File: src/rtl/i2c_pkg.sv
// i2c_pkg: shared types and constants for the I2C transaction arbiter.
//   arb_state_t  arbiter FSM state encoding
//   I2C_ADDR_W   7-bit slave address width
//   I2C_DATA_W   single-byte data width
//   ERR_*        response error codes returned with rsp_valid
package i2c_pkg;

  localparam int I2C_ADDR_W = 7;
  localparam int I2C_DATA_W = 8;

  typedef enum logic [2:0] {
    ST_IDLE      = 3'd0,
    ST_LAUNCH    = 3'd1,
    ST_WAIT_BUSY = 3'd2,
    ST_WAIT_DONE = 3'd3,
    ST_RESP      = 3'd4
  } arb_state_t;

  localparam logic [1:0] ERR_OK   = 2'b00;
  localparam logic [1:0] ERR_NACK = 2'b01;
  localparam logic [1:0] ERR_TMO  = 2'b10;

endpackage

File: src/rtl/rr_arbiter.sv
// rr_arbiter: rotating-priority picker. Selects the first asserted request at or
// after the pointer, wrapping NUM_REQ-1 -> 0.
//   req_i   request vector
//   ptr_i   highest-priority index this round
//   gnt_o   one-hot winner (all zero when no request)
//   vld_o   at least one request present
//   idx_o   binary index of the winner
module rr_arbiter #(
  parameter int NUM_REQ = 4
) (
  input  logic [NUM_REQ-1:0]         req_i,
  input  logic [$clog2(NUM_REQ)-1:0] ptr_i,
  output logic [NUM_REQ-1:0]         gnt_o,
  output logic                       vld_o,
  output logic [$clog2(NUM_REQ)-1:0] idx_o
);

  localparam int IDX_W = $clog2(NUM_REQ);
  localparam logic [IDX_W:0] NUM_REQ_W = (IDX_W + 1)'(NUM_REQ);

  always_comb begin
    logic             found;
    logic [IDX_W:0]   pos;
    found = 1'b0;
    pos   = '0;
    idx_o = '0;
    gnt_o = '0;
    for (int k = 0; k < NUM_REQ; k++) begin
      // One extra bit so the wrap works for non-power-of-two NUM_REQ.
      pos = {1'b0, ptr_i} + (IDX_W + 1)'(k);
      if (pos >= NUM_REQ_W) pos = pos - NUM_REQ_W;
      if (!found && req_i[pos[IDX_W-1:0]]) begin
        found = 1'b1;
        idx_o = pos[IDX_W-1:0];
      end
    end
    if (found) gnt_o[idx_o] = 1'b1;
    vld_o = found;
  end

endmodule

File: src/rtl/i2c_txn_arbiter.sv
// i2c_txn_arbiter: shares one single-byte I2C master between NUM_REQ requesters.
// Round-robin winner selection, one transaction at a time, timeout abort, result
// returned to the winner as a one-cycle rsp_valid pulse.
// Optional build macro I2C_ARB_RETRY_EN: re-launch on NACK up to MAX_RETRY times.
// Ports:
//   clk_400, rst                    clock, synchronous active-high reset
//   req/req_rw/req_addr/req_wdata   per-requester request level and fields
//   gnt, rsp_valid                  one-hot pulses to the winner
//   rsp_rdata, rsp_err, arb_busy    result byte, error code, transaction in flight
//   m_start_txn/m_rw/m_sub_addr/m_data_in   command to the master
//   m_busy/m_done/m_ack_error/m_data_out    status from the master
//
// state        | meaning
// ST_IDLE      | waiting for a request with the master quiet; picks winner
// ST_LAUNCH    | start pulse (and gnt on first attempt); clears timer
// ST_WAIT_BUSY | waiting for master to accept (m_busy)
// ST_WAIT_DONE | waiting for rising edge of m_done
// ST_RESP      | rsp_valid pulse; advance pointer past winner
module i2c_txn_arbiter
  import i2c_pkg::*;
#(
  parameter int NUM_REQ     = 4,
  parameter int TIMEOUT_CYC = 512,
  parameter int MAX_RETRY   = 2
) (
  input  logic                           clk_400,
  input  logic                           rst,
  input  logic [NUM_REQ-1:0]             req,
  input  logic [NUM_REQ-1:0]             req_rw,
  input  logic [I2C_ADDR_W*NUM_REQ-1:0]  req_addr,
  input  logic [I2C_DATA_W*NUM_REQ-1:0]  req_wdata,
  output logic [NUM_REQ-1:0]             gnt,
  output logic [NUM_REQ-1:0]             rsp_valid,
  output logic [I2C_DATA_W-1:0]          rsp_rdata,
  output logic [1:0]                     rsp_err,
  output logic                           arb_busy,
  output logic                           m_start_txn,
  output logic                           m_rw,
  output logic [I2C_ADDR_W-1:0]          m_sub_addr,
  output logic [I2C_DATA_W-1:0]          m_data_in,
  input  logic                           m_busy,
  input  logic                           m_done,
  input  logic                           m_ack_error,
  input  logic [I2C_DATA_W-1:0]          m_data_out
);

  localparam int IDX_W = $clog2(NUM_REQ);
  localparam int TMR_W = $clog2(TIMEOUT_CYC);

  arb_state_t              state_q;
  logic [IDX_W-1:0]        ptr_q, win_q;
  logic                    rw_q;
  logic [I2C_ADDR_W-1:0]   addr_q;
  logic [I2C_DATA_W-1:0]   wdata_q, rdata_q;
  logic [TMR_W-1:0]        tmr_q;
  logic                    done_q, start_q, busy_q;
  logic [NUM_REQ-1:0]      gnt_q, rsp_valid_q;
  logic [1:0]              err_q;

  logic [NUM_REQ-1:0]      arb_oh;
  logic                    arb_vld;
  logic [IDX_W-1:0]        arb_idx;
  logic [I2C_ADDR_W-1:0]   addr_arr  [NUM_REQ];
  logic [I2C_DATA_W-1:0]   wdata_arr [NUM_REQ];
  logic [NUM_REQ-1:0]      win_oh;
  logic [IDX_W:0]          ptr_inc;
  logic                    done_edge, tmo_hit, retry_now;

  for (genvar g = 0; g < NUM_REQ; g++) begin : g_unpack
    assign addr_arr[g]  = req_addr[I2C_ADDR_W*g +: I2C_ADDR_W];
    assign wdata_arr[g] = req_wdata[I2C_DATA_W*g +: I2C_DATA_W];
  end

  rr_arbiter #(.NUM_REQ(NUM_REQ)) u_rr (
    .req_i (req),
    .ptr_i (ptr_q),
    .gnt_o (arb_oh),
    .vld_o (arb_vld),
    .idx_o (arb_idx)
  );

  assign win_oh    = NUM_REQ'(1) << win_q;
  assign ptr_inc   = {1'b0, win_q} + 1'b1;
  assign done_edge = m_done && !done_q;
  assign tmo_hit   = (tmr_q == TMR_W'(TIMEOUT_CYC - 1));

`ifdef I2C_ARB_RETRY_EN
  localparam int RTY_W = (MAX_RETRY < 1) ? 1 : $clog2(MAX_RETRY + 1);
  logic [RTY_W-1:0] retry_q;

  assign retry_now = m_ack_error && (retry_q < RTY_W'(MAX_RETRY));

  // Attempt count belongs to one winner; cleared whenever the arbiter is idle.
  always_ff @(posedge clk_400) begin
    if (rst || state_q == ST_IDLE) retry_q <= '0;
    else if (state_q == ST_WAIT_DONE && done_edge && retry_now) retry_q <= retry_q + 1'b1;
  end
`else
  logic unused_max_retry;
  assign unused_max_retry = |MAX_RETRY;
  assign retry_now        = 1'b0;
`endif

  always_ff @(posedge clk_400) begin
    if (rst) begin
      state_q     <= ST_IDLE;
      ptr_q       <= '0;
      win_q       <= '0;
      rw_q        <= 1'b0;
      addr_q      <= '0;
      wdata_q     <= '0;
      rdata_q     <= '0;
      err_q       <= ERR_OK;
      tmr_q       <= '0;
      done_q      <= 1'b0;
      start_q     <= 1'b0;
      busy_q      <= 1'b0;
      gnt_q       <= '0;
      rsp_valid_q <= '0;
    end else begin
      done_q      <= m_done;
      gnt_q       <= '0;
      start_q     <= 1'b0;
      rsp_valid_q <= '0;
      case (state_q)
        ST_IDLE: begin
          if (arb_vld && !m_busy && !m_done) begin
            win_q   <= arb_idx;
            rw_q    <= req_rw[arb_idx];
            addr_q  <= addr_arr[arb_idx];
            wdata_q <= wdata_arr[arb_idx];
            gnt_q   <= arb_oh;
            start_q <= 1'b1;
            busy_q  <= 1'b1;
            state_q <= ST_LAUNCH;
          end
        end
        ST_LAUNCH: begin
          tmr_q   <= '0;
          state_q <= ST_WAIT_BUSY;
        end
        ST_WAIT_BUSY: begin
          if (tmo_hit) begin
            rsp_valid_q <= win_oh;
            err_q       <= ERR_TMO;
            rdata_q     <= '0;
            state_q     <= ST_RESP;
          end else begin
            tmr_q <= tmr_q + 1'b1;
            if (m_busy) state_q <= ST_WAIT_DONE;
          end
        end
        ST_WAIT_DONE: begin
          // A completion on the timeout cycle wins, so a NACK is never reported as a timeout.
          if (done_edge) begin
            if (retry_now) begin
              start_q <= 1'b1;
              state_q <= ST_LAUNCH;
            end else begin
              rsp_valid_q <= win_oh;
              err_q       <= m_ack_error ? ERR_NACK : ERR_OK;
              rdata_q     <= rw_q ? m_data_out : '0;
              state_q     <= ST_RESP;
            end
          end else if (tmo_hit) begin
            rsp_valid_q <= win_oh;
            err_q       <= ERR_TMO;
            rdata_q     <= '0;
            state_q     <= ST_RESP;
          end else begin
            tmr_q <= tmr_q + 1'b1;
          end
        end
        ST_RESP: begin
          ptr_q   <= (ptr_inc == (IDX_W + 1)'(NUM_REQ)) ? '0 : ptr_inc[IDX_W-1:0];
          busy_q  <= 1'b0;
          state_q <= ST_IDLE;
        end
        default: state_q <= ST_IDLE;
      endcase
    end
  end

  assign gnt         = gnt_q;
  assign rsp_valid   = rsp_valid_q;
  assign rsp_rdata   = rdata_q;
  assign rsp_err     = err_q;
  assign arb_busy    = busy_q;
  assign m_start_txn = start_q;
  assign m_rw        = rw_q;
  assign m_sub_addr  = addr_q;
  assign m_data_in   = wdata_q;

endmodule

File: config.mk
export PLATFORM = sky130hd
export DESIGN_NAME = i2c_txn_arbiter
export DESIGN_NICKNAME = d
export VERILOG_FILES = /design/src/rtl/i2c_pkg.sv /design/src/rtl/rr_arbiter.sv /design/src/rtl/i2c_txn_arbiter.sv
export SDC_FILE = /design/constraint.sdc
export NUM_CORES = 1
export LEC_CHECK = 0
export CORE_MARGIN = 2
export CORE_UTILIZATION = 46
export CTS_CLUSTER_DIAMETER = 30
export DETAILED_ROUTE_END_ITERATION = 6
export PLACE_DENSITY = 0.84
export SLEW_MARGIN = 20
export SYNTH_ARGS = -nofsm -noshare
export SYNTH_HDL_FRONTEND = slang
export SYNTH_HIERARCHICAL = 1
export SYNTH_SLANG_ARGS = --single-unit
File: constraint.sdc
create_clock -name clk_400 -period 4.7 [get_ports clk_400]
set_clock_uncertainty 0.05 [all_clocks]
set_input_delay 0.94 -clock clk_400 [delete_from_list [all_inputs] [get_ports clk_400]]
set_output_delay 0.94 -clock clk_400 [all_outputs]
set_load 0.1 [all_outputs]
== Word level (Yosys, flattened, before mapping) ==
Cells that the tools add are included.
Word-level totals
  output and inout port bits: 36
  word-level logic and storage cells: 126
  RAM bits: 0
  input bits: 81
  bits in read-only memories: 0
  register bits after elaboration: 53
  memories kept: 0
  latch bits: 0
Operators by class
  bitwise gates (word level): 4
  magnitude comparators: 11
  div/mod/pow operators: 0
  equal/unequal tests: 10
  mux-type cells: 54
  multipliers: 0
  reduce and logical (&&, ||, !) cells: 23
  $add $sub $neg: 9
  shift operators: 1
Operators with widths (number)
  8-bit 2-to-1 mux: 5
  9-bit case mux with 3 select lines: 1
  2-bit 2-to-1 mux: 11
  9-bit 2-to-1 mux: 2
  8-bit binary-select mux with 2-bit select: 1
  8-bit case mux with 2 select lines: 1
  2-bit by 3-bit < comparator with 1-bit output, second input constant: 5
  3-bit 2-to-1 mux: 5
  7-bit binary-select mux with 2-bit select: 1
  7-bit 2-to-1 mux: 2
  1-bit 2-to-1 mux: 13
  3-bit >= comparator, second input constant: 4
  3-bit case mux with 4 select lines: 1
  1-bit binary-select mux with 2-bit select: 5
  9-bit by 1-bit adder with 9-bit output, second input constant: 1
  9-bit equality test, second input constant: 1
  4-bit 2-to-1 mux: 2
  4-bit case mux with 2 select lines: 1
  2-bit by 1-bit subtractor with 2-bit output, second input constant: 4
  1-bit logical AND: 7
  2-bit by 1-bit adder with 3-bit output, second input constant: 2
  2-bit by 2-bit adder with 3-bit output, second input constant: 2
  3-bit by 2-bit equality test with 1-bit output, second input constant: 2
  3-bit equality test, second input constant: 2
  19 further kinds: 31

== Depth between registers and ports, before layout ==
Gate-level depths: netlist of the first run.
  depth after elaboration: 18
  depth in mapped cells: 9
  mapped depth without buffers: 8

== Cells and area by module ==
The synthesis of the first run kept the hierarchy.
By module, submodules not included
  i2c_txn_arbiter: area each 2508.7 um^2, times used 1, cells each 267
  rr_arbiter: area each 211.5 um^2, times used 1, cells each 33

== Least setup slack after synthesis of the first run ==
OpenSTA, ideal clock, no wires.
  path type: input -> register
  start point: in req[0]
  end point: reg wdata_q[7] (netlist: m_data_in[7])
  stages: 9
  data arrival time: 2684 ps
  buffers on the path: 3
  library setup time: 132 ps
  path slack: 1834 ps
  data required time: 4518 ps
  path through: buf_2 > mux2i_1 > nor2_1 > a311oi_1 > buf_2 > buf_2 > mux4_2 > nand2_1 > a21oi_1
Between the ends
  longest elaborated chain between the ends: 16
  elaborated cells between the ends (all ways): 29
  classes of those cells: 19 x mux; 1 x bitwise; 9 x reduce/logical
Ends and longest elaborated chain
  from (decl): RTL line i2c_txn_arbiter.sv:28  | input logic [NUM_REQ-1:0] req,
  1-bit binary-select mux with 2-bit select: RTL line rr_arbiter.sv:32  | if (!found && req_i[pos[IDX_W-1:0]]) begin
  1-bit 2-to-1 mux (implied by the code): RTL line rr_arbiter.sv:32
  1-bit 2-to-1 mux: RTL line rr_arbiter.sv:32
  1-bit zero test: RTL line rr_arbiter.sv:32
  1-bit logical AND: RTL line rr_arbiter.sv:32
  1-bit 2-to-1 mux: RTL line rr_arbiter.sv:32
  1-bit zero test: RTL line rr_arbiter.sv:32
  1-bit logical AND: RTL line rr_arbiter.sv:32
  1-bit 2-to-1 mux: RTL line rr_arbiter.sv:32
  1-bit zero test: RTL line rr_arbiter.sv:32
  1-bit logical AND: RTL line rr_arbiter.sv:32
  2-bit 2-to-1 mux (*): RTL line rr_arbiter.sv:32
  via arb_idx[0]: RTL line i2c_txn_arbiter.sv:62  | logic [IDX_W-1:0] arb_idx;
  2-bit NOT with 3-bit output (implied by the code) (*): RTL line i2c_txn_arbiter.sv:131  | wdata_q <= wdata_arr[arb_idx];
  8-bit binary-select mux with 2-bit select (*): RTL line i2c_txn_arbiter.sv:131
  8-bit 2-to-1 mux (implied by the code) (*) (2 in a row): RTL line i2c_txn_arbiter.sv:131
  to (signal assigned): RTL line i2c_txn_arbiter.sv:131
  to (decl): RTL line i2c_txn_arbiter.sv:54  | logic [I2C_DATA_W-1:0] wdata_q, rdata_q;
Mark *: on every way through the listed nets, which the timed path passes. The rest lies on a longest branch. The select of a mux whose other input is x is not followed.
A chain may end at the register's enable or synchronous reset.

== Worst setup path after layout of the first run ==
  start point: in req[0]
  end point: reg gnt_q[0] (netlist: gnt[0])
Between the ends
  longest elaborated chain between the ends: 16
  elaborated cells between the ends (all ways): 32
  classes of those cells: 2 x order compare; 18 x mux; 2 x bitwise; 10 x reduce/logical
Ends and longest elaborated chain
  1-bit binary-select mux with 2-bit select: RTL line rr_arbiter.sv:32
  1-bit 2-to-1 mux (implied by the code): RTL line rr_arbiter.sv:32
  1-bit 2-to-1 mux: RTL line rr_arbiter.sv:32
  1-bit zero test: RTL line rr_arbiter.sv:32
  1-bit logical AND: RTL line rr_arbiter.sv:32
  1-bit 2-to-1 mux: RTL line rr_arbiter.sv:32
  1-bit zero test: RTL line rr_arbiter.sv:32
  1-bit logical AND: RTL line rr_arbiter.sv:32
  1-bit 2-to-1 mux: RTL line rr_arbiter.sv:32
  1-bit zero test: RTL line rr_arbiter.sv:32
  1-bit logical AND: RTL line rr_arbiter.sv:32
  1-bit 2-to-1 mux (*): RTL line rr_arbiter.sv:32
  via arb_vld: RTL line i2c_txn_arbiter.sv:61  | logic arb_vld;
  1-bit logical AND (2 in a row): RTL line i2c_txn_arbiter.sv:127  | if (arb_vld && !m_busy && !m_done) begin
  1-bit NOT (no source line)
  4-bit OR reduction (no source line) (*)
  to (signal assigned): RTL line i2c_txn_arbiter.sv:132  | gnt_q <= arb_oh;
  to (decl): RTL line i2c_txn_arbiter.sv:57  | logic [NUM_REQ-1:0] gnt_q, rsp_valid_q;
Marked as above.

==> flow_metrics.py, run 1 <==
metrics = {
    "outcome": {
        "status": "completed",
    },
    "clock_tree": {
        "clk_pin_slew_ns": 0.09,
        "cts.hold.buffers_added": 0,
        "cts_tree": "built",
        "cts.htree.levels": 2,
        "cts_buffer_depth": 2,
        "post_cts.repair.setup_buffers": 0,
        "cts-root-buf": "clkbuf_8",
        "ctsResizeCount": 0,
        "worstSkewPairLatency_ns": 0.30,
        "cts_buffers": 5,
        "cts_sinks": 53,
    },
    "pwr": {
        "swShare_pct": 30.6,
        "clkPwrFrac_pct": 26.1,
        "power_frac_comb_pct": 26.3,
        "p_leak_nw": 1.36,
        "seqPwrFrac_pct": 47.6,
        "vdd_drop_max_mv": 0.136,
        "power.density_mw_per_mm2": 251,
        "p_int_mw": 0.693,
        "p_sw_mw": 0.306,
    },
    "synthesis": {
        "synth_nets": 388,
        "synth-main-ff-cell": "dfxtp_1",
        "synth_cells": 300,
        "yosysSeqAreaShare_pct": 39.0,
        "syn-cell-area_mm2": 0.00272,
        "synth_seq_cells": 53,
        "synth_edf_count": 0,
        "yosys-top-cells-area": "dfxtp_1 (39%), mux4_2 (13%), a21oi_1 (8.5%)",
        "synth_area_per_cell_um2": 9.07,
        "synth.distinct_cells": 48,
        "synth_top_area_cell": "dfxtp_1",
        "yosysWarnings": 6,
        "yosys.area.top_type_share_pct": 39.0,
        "async_flop_share_pct": 0,
    },
    "detailed_routing": {
        "via_count": 2563,
        "wl_per_cell_um": 13.4,
        "drtAntennaViolNets": 0,
        "dr.first_iter.drc_count": 148,
        "vias_per_cell": 5.34,
        "drt-pass1-iter-count": 6,
        "drc": 0,
        "drt_wl_total_um": 6430,
    },
    "worst_setup_path": {
        "arrival_ns": 3.31,
        "cp.required_ns": 4.90,
        "reg2reg_from": "ptr_q[1]",
        "startpoint": "req[0]",
        "r2r_cells": 7,
        "critPathMaxFanout": 19,
        "critPathBufInv": 1,
        "cpPeakStageDelay_ns": 0.76,
        "critical_path_class": "primary input to flip-flop",
        "reg2reg_slack_ns": 2.26,
        "cp_num_cells": 7,
        "cp_top_family": "simple AND/OR/NAND/NOR gates",
        "r2r_end": "m_rw",
        "path_cells": "clkdlybuf4s50_1, nor2_1, nand2_1, or3b_4, or4_1, nor2_4, and2_1",
        "crit_path_end_kind": "flip-flop",
        "critPathLaunchType": "primary input",
        "cp_slowest_cell": "or4_1",
    },
    "sta": {
        "hold_violations": 0,
        "report.final.slew_viol_count": 0,
        "rsz0062_at_grt": "false",
        "setup_violations": 0,
        "fmax_ghz": 0.322,
        "tightestPinTransition_ns": 1.00,
        "min_period_ns": 3.11,
        "timing.setup.tns_ns": 0,
        "slew_headroom_pct": 33.0,
        "min_period_over_period_pct": 66.2,
    },
    "floorplan": {
        "dieArea_mm2": 0.00654,
        "die_w_um": 80.9,
        "design.core.area_mm2": 0.00582,
        "initial_utilization_pct": 46.8,
        "die_h_um": 80.9,
        "io_pins": 117,
        "rows": 28,
    },
    "global_routing": {
        "overflow": 0,
        "antenna_found_initial": 0,
        "grt_pass1_vias": 2402,
        "grt_start_max_net_pins": 25,
        "grt_usage_pct": 20.3,
        "grt_pass1_wl_um": 10500,
    },
    "placed_design": {
        "dp.cells": 472,
        "hpwl_um": 5110,
        "place.gp.congestion": 0.792,
        "port_buffers": 116,
    },
    "layout": {
        "antenna_cells": 0,
        "finalNonFillerCells": 480,
        "synthToLayoutAreaGrowth_pct": 46.4,
        "num-nets-final": 492,
        "register_area_mm2": 0.00106,
        "layout_common_cells": "clkdlybuf4s50_1 (116), dfxtp_1 (53), nand2_1 (47)",
        "fill_cells": 484,
        "drive_gt1_share_pct": 9.38,
        "final_common_cell": "clkdlybuf4s50_1",
        "multi_input_area_mm2": 0.00152,
    },
    "hold_path": {
        "hold_path.startpoint": "m_sub_addr[2]",
        "hp-class": "flip-flop to flip-flop",
        "hold_path_depth": 2,
        "hold_path_end": "m_sub_addr[2]",
    },
    "job": {
        "maxCapViolCount": 0,
    },
}
sequential cells by signal, indices dropped and copies added (netlist names):
register	flops
rsp_rdata	8
arb_busy	1
m_rw	1
done_q	1
gnt	4
tmr_q	9
state_q	3
ptr_q	2
m_start_txn	1
rsp_err	2
win_q	2
m_data_in	8
rsp_valid	4
m_sub_addr	7
through the flow:
stage / power, mW / area, µm² / util (%) / worst slack, ns / hold slack (ns)
final: 0.999 / 3980 / 68.5 / 1.59 / 0.407
after CTS: 1.01 / 3980 / 68.5 / 1.58 / 0.409
after floorplan: 0.649 / 2720 / - / 1.83 / 0.402
after global routing: 1.04 / 3980 / 68.5 / 1.41 / 0.425
after detailed placement: 0.751 / 3890 / 66.8 / 1.27 / 0.396
after global placement: 0.746 / 3890 / 66.8 / 1.32 / 0.391
power by group through the flow:
stage / logic, mW / registers, mW / clock network [mW]
global route: 0.281 / 0.477 / 0.286
floorplan: 0.0955 / 0.553 / 0
finish: 0.263 / 0.475 / 0.260
CTS: 0.266 / 0.475 / 0.266
global placement: 0.262 / 0.485 / 0
detailed placement: 0.265 / 0.485 / 0
synthesized netlist by cell type, drive strengths merged, types with 3 or more instances:
cell type / number
nand2: 47
clkbuf: 7
a21oi: 46
ha: 7
nor2: 16
buf: 14
or3: 4
nor2b: 3
nand2b: 3
o21ai: 10
and2: 10
dfxtp: 53
mux4: 16
or4: 3
inv: 9
nand3: 21
tightest hold or removal path, stage by stage (launching register included):
cell and delay, ns:
dfxtp_1 0.32, nand2_1 0.05, a21oi_1 0.05
worst max-delay path by stage:
stage / slack [ns] / to
after global placement: 1.32 / gnt[0]
final: 1.59 / gnt[0]
after global routing: 1.41 / gnt[3]
after floorplan: 1.83 / m_data_in[7]
after CTS: 1.58 / gnt[0]
after detailed placement: 1.27 / gnt[0]
cell families (layout without fill, tap and decap cells):
group | Yosys count | count (layout) | share of synthesized area [%]
and+or+nand+nor | 119 | 119 | 22.2
AOI/OAI and AO/OA | 72 | 72 | 15.5
DFF | 53 | 53 | 39.0
buffers and inverters | 30 | 135 | 5.70
muxes | 18 | 18 | 14.0
adders and majority gates | 7 | 7 | 3.22
xor gates and xnor gates | 1 | 1 | 0.322
per-layer routing:
layer  track usage (%)  part of all wire, %  up-vias
met1              22.3                   38     1188
met4              5.76                  1.6        0
met2              37.4                   53       87
li1                  -                    -     1278
met5                 0                    0        -
met3              6.22                  7.0       10
cell type report:
type                    count  area share, %
well taps                  75           2.36
clock buffers               5           1.73
clock inverters             3          0.660
flip-flops and latches     53           26.6
repair buffers            118           29.5
multi-input cells         217           38.2
inverters                   9          0.849
No activity file was read; power rests on OpenSTA's default activity.
==> run 2, diff against run 1 <==
--- a/config.mk
+++ b/config.mk
@@ -6,10 +6,10 @@
 export NUM_CORES = 1
 export LEC_CHECK = 0
 export CORE_MARGIN = 2
-export CORE_UTILIZATION = 46
+export CORE_UTILIZATION = 43
 export CTS_CLUSTER_DIAMETER = 30
 export DETAILED_ROUTE_END_ITERATION = 6
-export PLACE_DENSITY = 0.84
+export PLACE_DENSITY = 0.79
 export SLEW_MARGIN = 20
 export SYNTH_ARGS = -nofsm -noshare
 export SYNTH_HDL_FRONTEND = slang
==> constraint.sdc (replaced) <==
create_clock -name clk_400 -period 3.23 [get_ports clk_400]
set_clock_uncertainty 0.05 [all_clocks]
set_input_delay 0.646 -clock clk_400 [delete_from_list [all_inputs] [get_ports clk_400]]
set_output_delay 0.646 -clock clk_400 [all_outputs]
set_load 0.1 [all_outputs]
==> run 2 against run 1 <==
Against the previous run:
- clock power increased by 79%
- first-iteration DRC count decreased by 39%
- clock-buffer cell count unchanged
- register-to-register slack got worse by 1.3 ns
- non-clock buffer count increased by 5
- highest routed layer unchanged
- global-route usage shrank 0.87 points
- largest cell class unchanged
==> flow_metrics.py, run 2 (synthesis gave the netlist of run 1 again) <==
metrics = {
    "outcome": {
        "status": "completed",
    },
    "hold_path": {
        "hold_path.startpoint": "m_sub_addr[4]",
        "hp-class": "flip-flop to flip-flop",
    },
    "clock_tree": {
        "cts_buffer_depth": 2,
        "post_cts.repair.setup_buffers": 0,
        "worstSkewPairLatency_ns": 0.31,
        "cts.hold.buffers_added": 0,
        "cts_buffers": 5,
        "cts.htree.levels": 2,
        "clk_pin_slew_ns": 0.10,
        "cts-root-buf": "clkbuf_8",
        "ctsResizeCount": 0,
        "cts_tree": "built",
        "cts_sinks": 53,
    },
    "global_routing": {
        "antenna_found_initial": 0,
        "grt_pass1_wl_um": 11400,
        "grt_usage_pct": 19.4,
        "overflow": 0,
        "grt_pass1_vias": 2542,
        "grt_start_max_net_pins": 26,
    },
    "sta": {
        "setup_ws_ns": 0.619,
        "hold_violations": 0,
        "tightestPinTransition_ns": 0.728,
        "setup_violations": 0,
        "rsz0062_at_grt": "false",
        "min_period_over_period_pct": 80.8,
        "min_period_ns": 2.61,
        "report.final.slew_viol_count": 0,
        "timing.setup.tns_ns": 0,
        "slew_headroom_pct": 51.5,
        "fmax_ghz": 0.383,
    },
    "detailed_routing": {
        "dr.first_iter.drc_count": 90,
        "wl_per_cell_um": 13.8,
        "drt_wl_total_um": 6680,
        "drtAntennaViolNets": 0,
        "via_count": 2565,
        "drc": 0,
        "vias_per_cell": 5.29,
        "drt-pass1-iter-count": 4,
    },
    "floorplan": {
        "rows": 28,
        "die_h_um": 83.5,
        "initial_utilization_pct": 45.1,
        "design.core.area_mm2": 0.00603,
        "dieArea_mm2": 0.00698,
        "die_w_um": 83.5,
        "io_pins": 117,
    },
    "layout": {
        "synthToLayoutAreaGrowth_pct": 45.7,
        "final_util_pct": 65.8,
        "largest-register": "tmr_q",
        "final_common_cell": "clkdlybuf4s50_1",
        "drive_gt1_share_pct": 19.3,
        "fill_cells": 534,
        "largest_reg_flops": 9,
        "antenna_cells": 0,
        "layout_common_cells": "clkdlybuf4s50_1 (80), dfxtp_1 (53), nand2_1 (47)",
        "num-nets-final": 497,
        "finalNonFillerCells": 485,
    },
    "worst_setup_path": {
        "cp_common_cell": "nand2_1",
        "cpPeakStageDelay_ns": 0.63,
        "cp_slowest_cell": "clkdlybuf4s50_1",
        "cp_top_family": "simple AND/OR/NAND/NOR gates",
        "path_cells": "clkdlybuf4s50_1, nor2_1, nand2_1, or3b_4, or4_1, buf_4, nand2_1, a21oi_1",
        "reg2reg_from": "ptr_q[1]",
        "critical_path_class": "primary input to flip-flop",
        "critPathBufInv": 2,
        "crit_path_end_kind": "flip-flop",
        "critPathLaunchType": "primary input",
        "critPathMaxFanout": 16,
        "arrival_ns": 2.75,
        "startpoint": "req[2]",
        "cp.required_ns": 3.37,
    },
    "placed_design": {
        "dpl_worst_slack_ns": 0.298,
        "hpwl_um": 5250,
        "port_buffers": 116,
        "dp.cells": 477,
        "place.gp.congestion": 0.905,
    },
    "job": {
        "maxCapViolCount": 0,
    },
    "pwr": {
        "vdd_drop_max_mv": 0.390,
        "power_mw": 1.54,
        "p_leak_nw": 1.47,
        "power.density_mw_per_mm2": 390,
    },
}
==> run 2: cell type report <==
class,count,area [µm²],area share [%]
inverter,9,33.8,0.853
multi-input combinational,217,1520,38.4
clock inverter,3,47.5,1.20
clock buffer,5,68.8,1.74
timing repair buffer,123,1140,28.7
sequential,53,1060,26.8
tap,75,93.8,2.37
==> run 2: final timing paths <==
check                           cells after the start  slack, ns             to
worst max-delay path                                8       0.62  m_sub_addr[1]
worst min-delay path                                2       0.41  m_sub_addr[4]
worst max register to register                      7       0.93   m_data_in[5]
worst min register to register                      2       0.41  m_sub_addr[4]
==> run 2: stage by stage <==
| step | hold WS, ns | instance area [µm²] |
|---|---|---|
| 2_1_floorplan | 0.402 | 2720 |
| 3_3_place_gp | 0.392 | 3850 |
| 3_5_place_dp | 0.399 | 3850 |
| 4_1_cts | 0.414 | 3960 |
| 5_1_grt | 0.430 | 3960 |
| 6_report | 0.411 | 3960 |
==> run 2: routing by layer <==
layer	routed length, µm	global-route usage, %	vias to the layer above
li1	-	-	1281
met3	567	6.53	7
met1	2630	22.4	1183
met2	3410	35.0	94
met5	0	0	-
met4	70	3.96	0
==> run 2: worst min-delay path, stage by stage, from the launching register on <==
cell and delay [ns]:
dfxtp_1 0.32, nand2_1 0.05, a21oi_1 0.05
==> run 2: power breakdown <==
part	internal (mW)	switching, mW
clock network	0.237	0.228
logic	0.178	0.209
registers	0.673	0.0190
total	1.09	0.456
